## src/rtl/passcode_lock_ctrl.sv

```systemverilog
// Four-digit passcode lock: digit entry handshake, compare, timed open window,
// key reprogramming and a timed lockout after repeated wrong entries.
module passcode_lock_ctrl #(
  // Digits 1,2,4,8 packed as 5-bit fields, digit0 in [4:0]
  parameter logic [19:0] DEFAULT_KEY    = {5'd8, 5'd4, 5'd2, 5'd1},
  parameter int          MAX_FAILS      = 3,
  parameter int          LOCKOUT_CYCLES = 16,
  parameter int          OPEN_CYCLES    = 32
) (
  input  logic        clk,
  input  logic        rst,
  input  logic        code_valid,
  input  logic [31:0] code_in,
  output logic        code_ready,
  input  logic        prog_en,
  input  logic        lock_cmd,
  output logic        unlocked,
  output logic        alarm,
  output logic        invalid_code,
  output logic [1:0]  fail_cnt,
  output logic [2:0]  state
);

  localparam int MAX_T = (OPEN_CYCLES > LOCKOUT_CYCLES) ? OPEN_CYCLES : LOCKOUT_CYCLES;
  localparam int TW    = $clog2(MAX_T + 1);
  localparam logic [TW-1:0] OPEN_LOAD    = TW'(OPEN_CYCLES - 1);
  localparam logic [TW-1:0] LOCKOUT_LOAD = TW'(LOCKOUT_CYCLES - 1);

  typedef enum logic [2:0] {
    S_LOCKED  = 3'd0,
    S_CHECK   = 3'd1,
    S_OPEN    = 3'd2,
    S_PROG    = 3'd3,
    S_LOCKOUT = 3'd4
  } state_t;

  state_t        state_q, state_d;
  logic [19:0]   key_q, key_d;
  logic [19:0]   entry_q, entry_d;
  logic [19:0]   shadow_q, shadow_d;
  logic [1:0]    idx_q, idx_d;
  logic [1:0]    fail_q, fail_d;
  logic [TW-1:0] timer_q, timer_d;
  logic          ready_q, ready_d;
  logic          unlocked_q, unlocked_d;
  logic          alarm_q, alarm_d;
  logic          invalid_q, invalid_d;

  logic       accept;
  logic       digit_ok;
  logic [1:0] fail_inc;

  assign accept   = code_valid & ready_q;
  assign digit_ok = (code_in[31:5] == 27'd0);
  assign fail_inc = (fail_q == 2'd3) ? 2'd3 : fail_q + 2'd1;

  always_comb begin
    state_d   = state_q;
    key_d     = key_q;
    entry_d   = entry_q;
    shadow_d  = shadow_q;
    idx_d     = idx_q;
    fail_d    = fail_q;
    timer_d   = timer_q;
    invalid_d = accept & ~digit_ok;

    case (state_q)
      S_LOCKED: begin
        if (accept && digit_ok) begin
          entry_d[5*idx_q +: 5] = code_in[4:0];
          idx_d = idx_q + 2'd1;
          if (idx_q == 2'd3) state_d = S_CHECK;
        end
      end
      S_CHECK: begin
        if (entry_q == key_q) begin
          state_d = S_OPEN;
          fail_d  = 2'd0;
          timer_d = OPEN_LOAD;
        end else begin
          fail_d = fail_inc;
          if (int'(fail_inc) == MAX_FAILS) begin
            state_d = S_LOCKOUT;
            timer_d = LOCKOUT_LOAD;
          end else begin
            state_d = S_LOCKED;
          end
        end
      end
      S_OPEN: begin
        if (lock_cmd)                state_d = S_LOCKED;
        else if (prog_en)            state_d = S_PROG;
        else if (timer_q == '0)      state_d = S_LOCKED;
        else                         timer_d = timer_q - TW'(1);
      end
      S_PROG: begin
        if (accept && digit_ok) begin
          shadow_d[5*idx_q +: 5] = code_in[4:0];
          idx_d = idx_q + 2'd1;
          if (idx_q == 2'd3) begin
            key_d   = shadow_d;
            state_d = S_LOCKED;
          end
        end
      end
      S_LOCKOUT: begin
        if (timer_q == '0) begin
          state_d = S_LOCKED;
          fail_d  = 2'd0;
        end else begin
          timer_d = timer_q - TW'(1);
        end
      end
      default: state_d = S_LOCKED;
    endcase

    // Any fresh entry into a digit-collecting state drops a partial code
    if ((state_d != state_q) && ((state_d == S_LOCKED) || (state_d == S_PROG)))
      idx_d = 2'd0;

    ready_d    = (state_d == S_LOCKED) || (state_d == S_PROG);
    unlocked_d = (state_d == S_OPEN) || (state_d == S_PROG);
    alarm_d    = (state_d == S_LOCKOUT);
  end

  always_ff @(posedge clk or posedge rst) begin
    if (rst) begin
      state_q    <= S_LOCKED;
      key_q      <= DEFAULT_KEY;
      entry_q    <= 20'd0;
      shadow_q   <= 20'd0;
      idx_q      <= 2'd0;
      fail_q     <= 2'd0;
      timer_q    <= '0;
      ready_q    <= 1'b0;
      unlocked_q <= 1'b0;
      alarm_q    <= 1'b0;
      invalid_q  <= 1'b0;
    end else begin
      state_q    <= state_d;
      key_q      <= key_d;
      entry_q    <= entry_d;
      shadow_q   <= shadow_d;
      idx_q      <= idx_d;
      fail_q     <= fail_d;
      timer_q    <= timer_d;
      ready_q    <= ready_d;
      unlocked_q <= unlocked_d;
      alarm_q    <= alarm_d;
      invalid_q  <= invalid_d;
    end
  end

  assign code_ready   = ready_q;
  assign unlocked     = unlocked_q;
  assign alarm        = alarm_q;
  assign invalid_code = invalid_q;
  assign fail_cnt     = fail_q;
  assign state        = state_q;

endmodule
```

## config.mk

```make
export PLATFORM = sky130hd
export DESIGN_NAME = passcode_lock_ctrl
export DESIGN_NICKNAME = d
export VERILOG_FILES = /design/src/rtl/passcode_lock_ctrl.sv
export SDC_FILE = /design/constraint.sdc
export NUM_CORES = 1
export LEC_CHECK = 0
export ABC_CLOCK_PERIOD_IN_PS = 2600
export CAP_MARGIN = 20
export CORE_MARGIN = 2
export CORE_UTILIZATION = 50
export CTS_BUF_LIST = sky130_fd_sc_hd__clkbuf_16
export DETAILED_ROUTE_END_ITERATION = 16
export GPL_ROUTABILITY_DRIVEN = 0
export PLACE_DENSITY = 0.7
export SLEW_MARGIN = 20
export SYNTH_ARGS = -nofsm -noshare
export SYNTH_HDL_FRONTEND = slang
export SYNTH_SLANG_ARGS = --single-unit
```

## constraint.sdc

```tcl
create_clock -name clk -period 2.6 [get_ports clk]
set_input_delay 0.39 -clock clk [delete_from_list [all_inputs] [get_ports clk]]
set_output_delay 0.39 -clock clk [all_outputs]
set_load 0.02 [all_outputs]
```

# == After elaboration in Yosys (flattened, before gate mapping) ==
# Index checks and enable logic that the tools add are counted.
# totals
reg_bits,77
in_bits,37
output_inout_bits,9
word_cells,81
# op_classes
addsub,4
mul,1
eq_ne,16
shift,2
muxes,25
bitwise_logic,3
reduce_logical,19
# op_table
cell,count
20-bit bitwise mux,2
5-bit negation with 34-bit output,1
"5-bit by 34-bit variable shift with 20-bit output, first input constant",1
5-bit by 34-bit indexed part select with 20-bit output,1
6-bit two-way mux,5
27-bit logical NOT,1
3-bit two-way mux,9
20-bit equality test,1
6-bit case mux with 3 select lines,1
3-bit case mux with 5 select lines,1
"3-bit by 2-bit equality test with 1-bit output, second input constant",4
2-bit two-way mux,6
2-bit AND reduction,4
"3-bit equality test, second input constant",2
3-bit logical NOT,2
6-bit logical NOT,1
"2-bit != test, second input constant",3
2-bit nonzero test,3
"6-bit by 1-bit subtractor with 6-bit output, second input constant",1
"3-bit by 2-bit multiplier with 5-bit output, first input constant",1
"2-bit by 1-bit adder with 2-bit output, second input constant",2
"2-bit equality test, second input constant",2
2-bit case mux with 2 select lines,1
4-bit AND reduction,1
other kinds (11),14

# == Logic depth before layout (Yosys ltp) ==
# Gate-level depths: netlist of the first run.
# logic_depth
word_depth,11
depth_mapped,9

# == Worst setup path after synthesis of the first run ==
# No wires, ideal clock.
# synth_path
path_kind,reg-to-reg
startpoint,reg timer_q[0]
endpoint,reg timer_q[1]
setup_time_ns,0.125
arrival_ns,1.898
t_required_ns,2.475
setup_slack_ns,0.577
path_stages_with_launch,9
path_buffers,0
period_less_slack_ns,2.023
path_cell_list,dfrtp_1 inv_1 ha_1 nor3b_1 a21boi_0 a32o_1 a41o_1 o21ai_2 mux2_2
# synth_via
elab_chain_cells,5
# synth_lines
item,line,text
start: declaration,43,"logic [TW-1:0] timer_q, timer_d;"
start signal: assignment,146,timer_q <= timer_d;
6-bit by 1-bit subtractor with 6-bit output / 6-bit logical NOT (equally long branches),--,
6-bit two-way mux (*),"93, 107",
6-bit two-way mux,92,else if (prog_en) state_d = S_PROG;
6-bit two-way mux,91,if (lock_cmd) state_d = S_LOCKED;
6-bit case mux with 3 select lines (*),67,case (state_q)
# Mark *: on every way between the ends. The rest lies on a longest branch, timed or not. The select of a mux whose other input is x is not followed.
# A chain may end at the register's enable or synchronous reset.

# == Final worst setup path of the first run ==
# layout_path
startpoint,reg timer_q[2]
endpoint,reg timer_q[1]
# layout_via
elab_chain_cells,5
# layout_lines
item,line
6-bit logical NOT (*),"93, 107"
6-bit two-way mux (*),--
6-bit two-way mux (2 in a row),--
6-bit case mux with 3 select lines (*),--
# Marked as above.

==> qor.yml, run 1 <==
logic_synthesis:
  synth_common_cells: "dfrtp_1, mux2_2, nor2_1"
  synth_flop_cell: "dfrtp_1"
  syn_avg_cell_area_um2: 11.4
  synth-simple-area-share_pct: 15.3
  yosysMostFrequentCell: "dfrtp_1"
  yosys.area_share.adder_pct: 2.46
  synthXorXnorAreaFrac_pct: 4.73
  synth_area_leader_cell: "dfrtp_1"
  syn_nets: 404
  yosysTopAreaCellShare_pct: 44.8
  yosys_warnings: 0
  synth-edff-count: 0
  syn-instance-count: 359
  synthArstFlopShare_pct: 100
  synth_top_family_by_area: "multiplexers"
  synth_compound_area_share_pct: 9.33
  synthTopCellsByArea: "dfrtp_1, mux2_2, mux2i_1"
  syn-cell-area_um2: 4080
  muxShareOfSynthArea_pct: 17.8
  synth_cell_types: 44
  ys_seq_area_share_pct: 47.4
  synth-seq-cells: 77
global_route:
  antenna_found_initial: 0
  grt_pass1_vias: 2827
  grt_max_degree: 41
  grt_first_pass_wirelength_mm: 13.9
  grt-ovfl-total: 0
  grtUsageTotal_pct: 20.6
worst_setup_path:
  setup.worst_path.class: "flop to flop"
  cp_slowest_stage_delay_ns: 0.42
  critPathSlowestCell: "dfrtp_1"
  cp_top_family: "compound AO/OA/AOI/OAI gates"
  path_cells: "nor3_1, nand3_1, a32o_1, a41o_1, o21ai_2, mux2_2"
  worstSetupEndpointType: "flop"
  crit_required_ns: 2.82
  start_kind: "flop"
  critical_path_buf_inv_count: 0
  worst-path-max-fanout: 5
  cp_data_arrival_time_ns: 2.46
run_status:
  status: "complete, no violations"
route:
  routed_wl_mm: 8.37
  vias_per_cell: 5.33
  drtIter0Drc: 78
  via_count: 2760
  firstDrtPassIters: 4
  wl_per_cell_um: 16.2
  ant_nets: 0
  drcViolationCount: 0
sta:
  fmax_mhz: 447
  rsz0062_at_grt: "no"
  skew_ns: 0.00721
  setup_violations: 0
  min_period_over_period_pct: 86.1
  period_minus_slack_ns: 2.24
  setup_tns_ns: 0
  maxSlewHeadroom_pct: 55.2
  finalHoldViolCount: 0
  drv_slew: 0
  worst_pin_slew_ns: 0.667
floorplan:
  die_h_um: 94.3
  core_area_um2: 7810
  start_util_pct: 52.2
  die-area_um2: 8890
  rows: 32
  ios: 46
  fp.dieW_um: 94.3
clock_network:
  htree_num_levels: 3
  clk_latency_ns: 0.33
  cts_tree: "built"
  cts_setup_buffers: 0
  root_buffer: "clkbuf_16"
  cts_resized: 0
  clockBufferDepth: 2
  ctsHoldBuffers: 0
  clkTransAtPathRegs_ns: 0.06
  cts_buffers: 9
  cts_sinks: 77
pwr:
  p_leak_nw: 2.19
  power_density_nw_per_um2: 507
  ir_worst_vdd_mv: 0.300
cells_and_area:
  diodes: 0
  fin_cells: 518
  area_growth_pct: 21.2
  multi_input_area_um2: 2020
  nFillCells: 628
  nets: 456
  layout-drive-gt1-share_pct: 23.8
  register_area_um2: 1930
place:
  dp.cells: 502
  io_buffers: 45
  detailed_place_hpwl_mm: 6.11
min_path:
  min_path_type: "primary input to asynchronous set/reset pin"
run:
  maxCapViolations: 0
kinds of logic (layout without fill, tap and decap cells):
family                   Yosys count  after routing
AND/OR/NAND/NOR                  110            110
multiplexers                      67             67
buffers and inverters             23             80
AO/OA/AOI/OAI                     52             52
adder cells (fa/ha/maj)            8              8
XOR/XNOR                          22             22
flip-flops                        77             77
path summary, 6_finish.rpt:
check / cells past startpoint / to / startpoint / slack, ns
max: 6 / timer_q[1] / timer_q[2] / 0.36
min: 2 / timer_q[3] / rst / 0.46
max reg2reg: 6 / timer_q[1] / timer_q[2] / 0.36
min reg2reg: 1 / timer_q[4] / timer_q[4] / 0.49
max in group asynchronous: 3 / key_q[0] / rst / 1.43
min in group clk: 1 / timer_q[4] / timer_q[4] / 0.49
layout make-up:
class | instances | share of cell area, %
sequential | 77 | 39.1
clock inverter | 7 | 1.14
tap | 102 | 2.58
timing repair buffer | 53 | 10.8
multi-input combinational | 259 | 40.9
clock buffer | 9 | 4.56
inverter | 11 | 0.836
state kept, by name, summed over array words and instances (netlist names), 2 cells and up:
name / flops
timer_q: 6
shadow_q: 20
state: 3
key_q: 20
fail_cnt: 2
idx_q: 2
entry_q: 20
routing by layer:
metal	wire (µm)	track usage [%]	up-vias
met5	0	0	-
met4	76	4.71	0
met3	257	4.74	8
met2	4020	32.7	38
met1	4020	29.0	1347
li1	-	-	1367
cells in the final DEF, fill, tap and decap left out, types with 5 or more instances in the layout:
cell type	instances
a21oi_1	8
a21oi_2	20
and2_1	16
and3_1	7
buf_4	6
clkbuf_16	9
clkdlybuf4s50_1	45
dfrtp_1	73
ha_1	8
inv_1	10
mux2_2	43
mux2i_1	24
nand2_1	19
nand3_1	5
nand4_1	5
nor2_1	32
nor3_1	7
o21ai_0	8
xnor2_1	22
power breakdown:
group	total, W	switching (W)	internal [W]
combinational	0.000110	0.0000499	0.0000602
sequential	0.00120	0.000000188	0.00120
clock	0.00120	0.000468	0.000727
per-stage QoR:
stage	area [µm²]	hold slack, ns	worst slack (ns)	total power [W]	utilization, %
CTS	4940	0.487	0.367	0.00252	63.3
floorplan	4080	0.457	0.250	0.00125	-
global route	4940	0.523	0.167	0.00259	63.3
finish	4940	0.460	0.361	0.00251	63.3
global placement	4660	0.481	0.108	0.00133	59.6
detailed placement	4660	0.482	0.0480	0.00133	59.6
(Power assumes the default switching activity.)
==> run 2: changes to the inputs <==
--- a/config.mk
+++ b/config.mk
@@ -9,7 +9,7 @@
 export CAP_MARGIN = 20
 export CORE_MARGIN = 2
 export CORE_UTILIZATION = 50
-export CTS_BUF_LIST = sky130_fd_sc_hd__clkbuf_16
+export CTS_BUF_LIST = sky130_fd_sc_hd__clkbuf_4
 export DETAILED_ROUTE_END_ITERATION = 16
 export GPL_ROUTABILITY_DRIVEN = 0
 export PLACE_DENSITY = 0.7
==> qor.yml, run 2 (synthesis gave the netlist of run 1 again) <==
route:
  drcViolationCount: 0  # unchanged
  drtIter0Drc: 92  # +18%
  via_count: 2774  # +0.51%
  ant_nets: 0  # unchanged
  vias_per_cell: 5.36  # +0.51%
  wl_per_cell_um: 16.0  # -1.3%
  routed_wl_mm: 8.27  # -1.3%
  firstDrtPassIters: 4  # unchanged
global_route:
  grt_first_pass_wirelength_mm: 13.7  # -2.0%
  grt-ovfl-total: 0  # unchanged
  grt_pass1_vias: 2796  # -1.1%
  grt_max_degree: 41  # unchanged
  antenna_found_initial: 0  # unchanged
  grtUsageTotal_pct: 20.5  # -0.14 points
sta:
  finalHoldViolCount: 0  # unchanged
  period_minus_slack_ns: 2.22  # -0.0148 ns
  skew_ns: 0.0169  # +0.00965 ns
  setup_violations: 0  # unchanged
  fin_hold_ws_ns: 0.346  # -0.114 ns
  maxSlewHeadroom_pct: 55.1  # -0.13 points
  rsz0062_at_grt: "no"
  setup_tns_ns: 0  # unchanged
  worst_pin_slew_ns: 0.669  # +0.00198 ns
  drv_slew: 0  # unchanged
  fmax_mhz: 450  # +0.66%
  timing.final.ws_setup_ns: 0.376  # +0.0148 ns
  min_period_over_period_pct: 85.5  # -0.57 points
cells_and_area:
  diodes: 0  # unchanged
  nets: 456  # unchanged
  nFillCells: 649  # +3.3%
  layout-drive-gt1-share_pct: 23.8  # unchanged
  multi_input_area_um2: 2020  # unchanged
  area_growth_pct: 17.3
  register_area_um2: 1930  # unchanged
  final_cell_mix: "dfrtp_1, clkdlybuf4s50_1, mux2_2, nor2_1, mux2i_1"
  largestRegisters: "entry_q x20, key_q x20, shadow_q x20"
  layout_commonest_cell: "dfrtp_1"
worst_setup_path:
  start_kind: "flop"
  setup.worst_path.class: "flop to flop"
  crit_required_ns: 2.92  # +0.10 ns
  worstSetupEndpointType: "flop"
  cp_data_arrival_time_ns: 2.54  # +0.08 ns
  worst-path-max-fanout: 5  # unchanged
floorplan:
  die_h_um: 94.3  # unchanged
  rows: 32  # unchanged
  fp.dieW_um: 94.3  # unchanged
  core_area_um2: 7810  # unchanged
  die-area_um2: 8890  # unchanged
  start_util_pct: 52.2  # unchanged
  ios: 46  # unchanged
clock_network:
  cts_buffers: 9  # unchanged
  htree_num_levels: 3  # unchanged
  cts_resized: 0  # unchanged
  clk_latency_ns: 0.43  # +0.10 ns
  ctsHoldBuffers: 0  # unchanged
  clkTransAtPathRegs_ns: 0.12  # +0.06 ns
  root_buffer: "clkbuf_4"
  clockBufferDepth: 2  # unchanged
  cts_tree: "built"
  cts_sinks: 77  # unchanged
  cts_setup_buffers: 0  # unchanged
pwr:
  p_leak_nw: 2.12  # -3.2%
  ir_worst_vdd_mv: 0.310  # +3.4%
  power_density_nw_per_um2: 419  # -17%
place:
  io_buffers: 45  # unchanged
  detailed_place_hpwl_mm: 6.11  # unchanged
  dp_worst_setup_slack_ns: 0.0480  # unchanged
run:
  maxCapViolations: 0  # unchanged
run_status:
  status: "complete, no violations"
min_path:
  min_path_type: "primary input to asynchronous set/reset pin"
==> run 2: power by group <==
part	total, W	switching, W	leakage [nW]	internal, W
combinational	0.000110	0.0000501	1.03	0.0000602
sequential	0.00120	0.000000188	1.02	0.00120
clock	0.000693	0.000414	0.0720	0.000279
==> run 2: final timing paths <==
path,start,endpoint,slack (ns),cells past startpoint
min in group clk,timer_q[4],timer_q[4],0.51,1
min reg2reg,timer_q[4],timer_q[4],0.51,1
max reg2reg,timer_q[0],timer_q[5],0.38,8
max in group asynchronous,rst,key_q[0],1.56,3
max,timer_q[0],timer_q[5],0.38,8
min,rst,timer_q[3],0.35,2
==> run 2: per-stage QoR <==
stage          cells  util, %  instance area, µm²  power (W)
4_1_cts          518     61.2                4780    0.00202
3_3_place_gp     502     59.6                4660    0.00133
3_5_place_dp     502     59.6                4660    0.00133
2_1_floorplan    359        -                4080    0.00125
6_report         518     61.2                4780    0.00200
5_1_grt          518     61.2                4780    0.00208
==> run 2: cell type report <==
type	count	share of cell area [%]
Clock buffer	9	1.41
Sequential cell	77	40.4
Timing Repair Buffer	53	11.2
Multi-Input combinational cell	259	42.3
Clock inverter	7	1.18
Inverter	11	0.864
Tap cell	102	2.67
==> run 2: worst max-delay path, stage by stage, from the launching register on <==
cell,delay [ns]
dfrtp_1,0.40
inv_1,0.11
ha_1,0.19
nor3b_1,0.18
a21boi_0,0.14
a32o_1,0.29
a41o_1,0.26
o21ai_0,0.20
mux2_2,0.35
==> run 2: metal layers <==
metal | up-vias | part of all wire (%) | routed length, µm | global-route usage (%)
li1 | 1373 | - | - | -
met1 | 1362 | 49 | 4060 | 28.5
met2 | 30 | 47 | 3880 | 31.7
met3 | 9 | 2.6 | 219 | 4.49
met4 | 0 | 1.4 | 112 | 7.25
met5 | - | 0 | 0 | 0
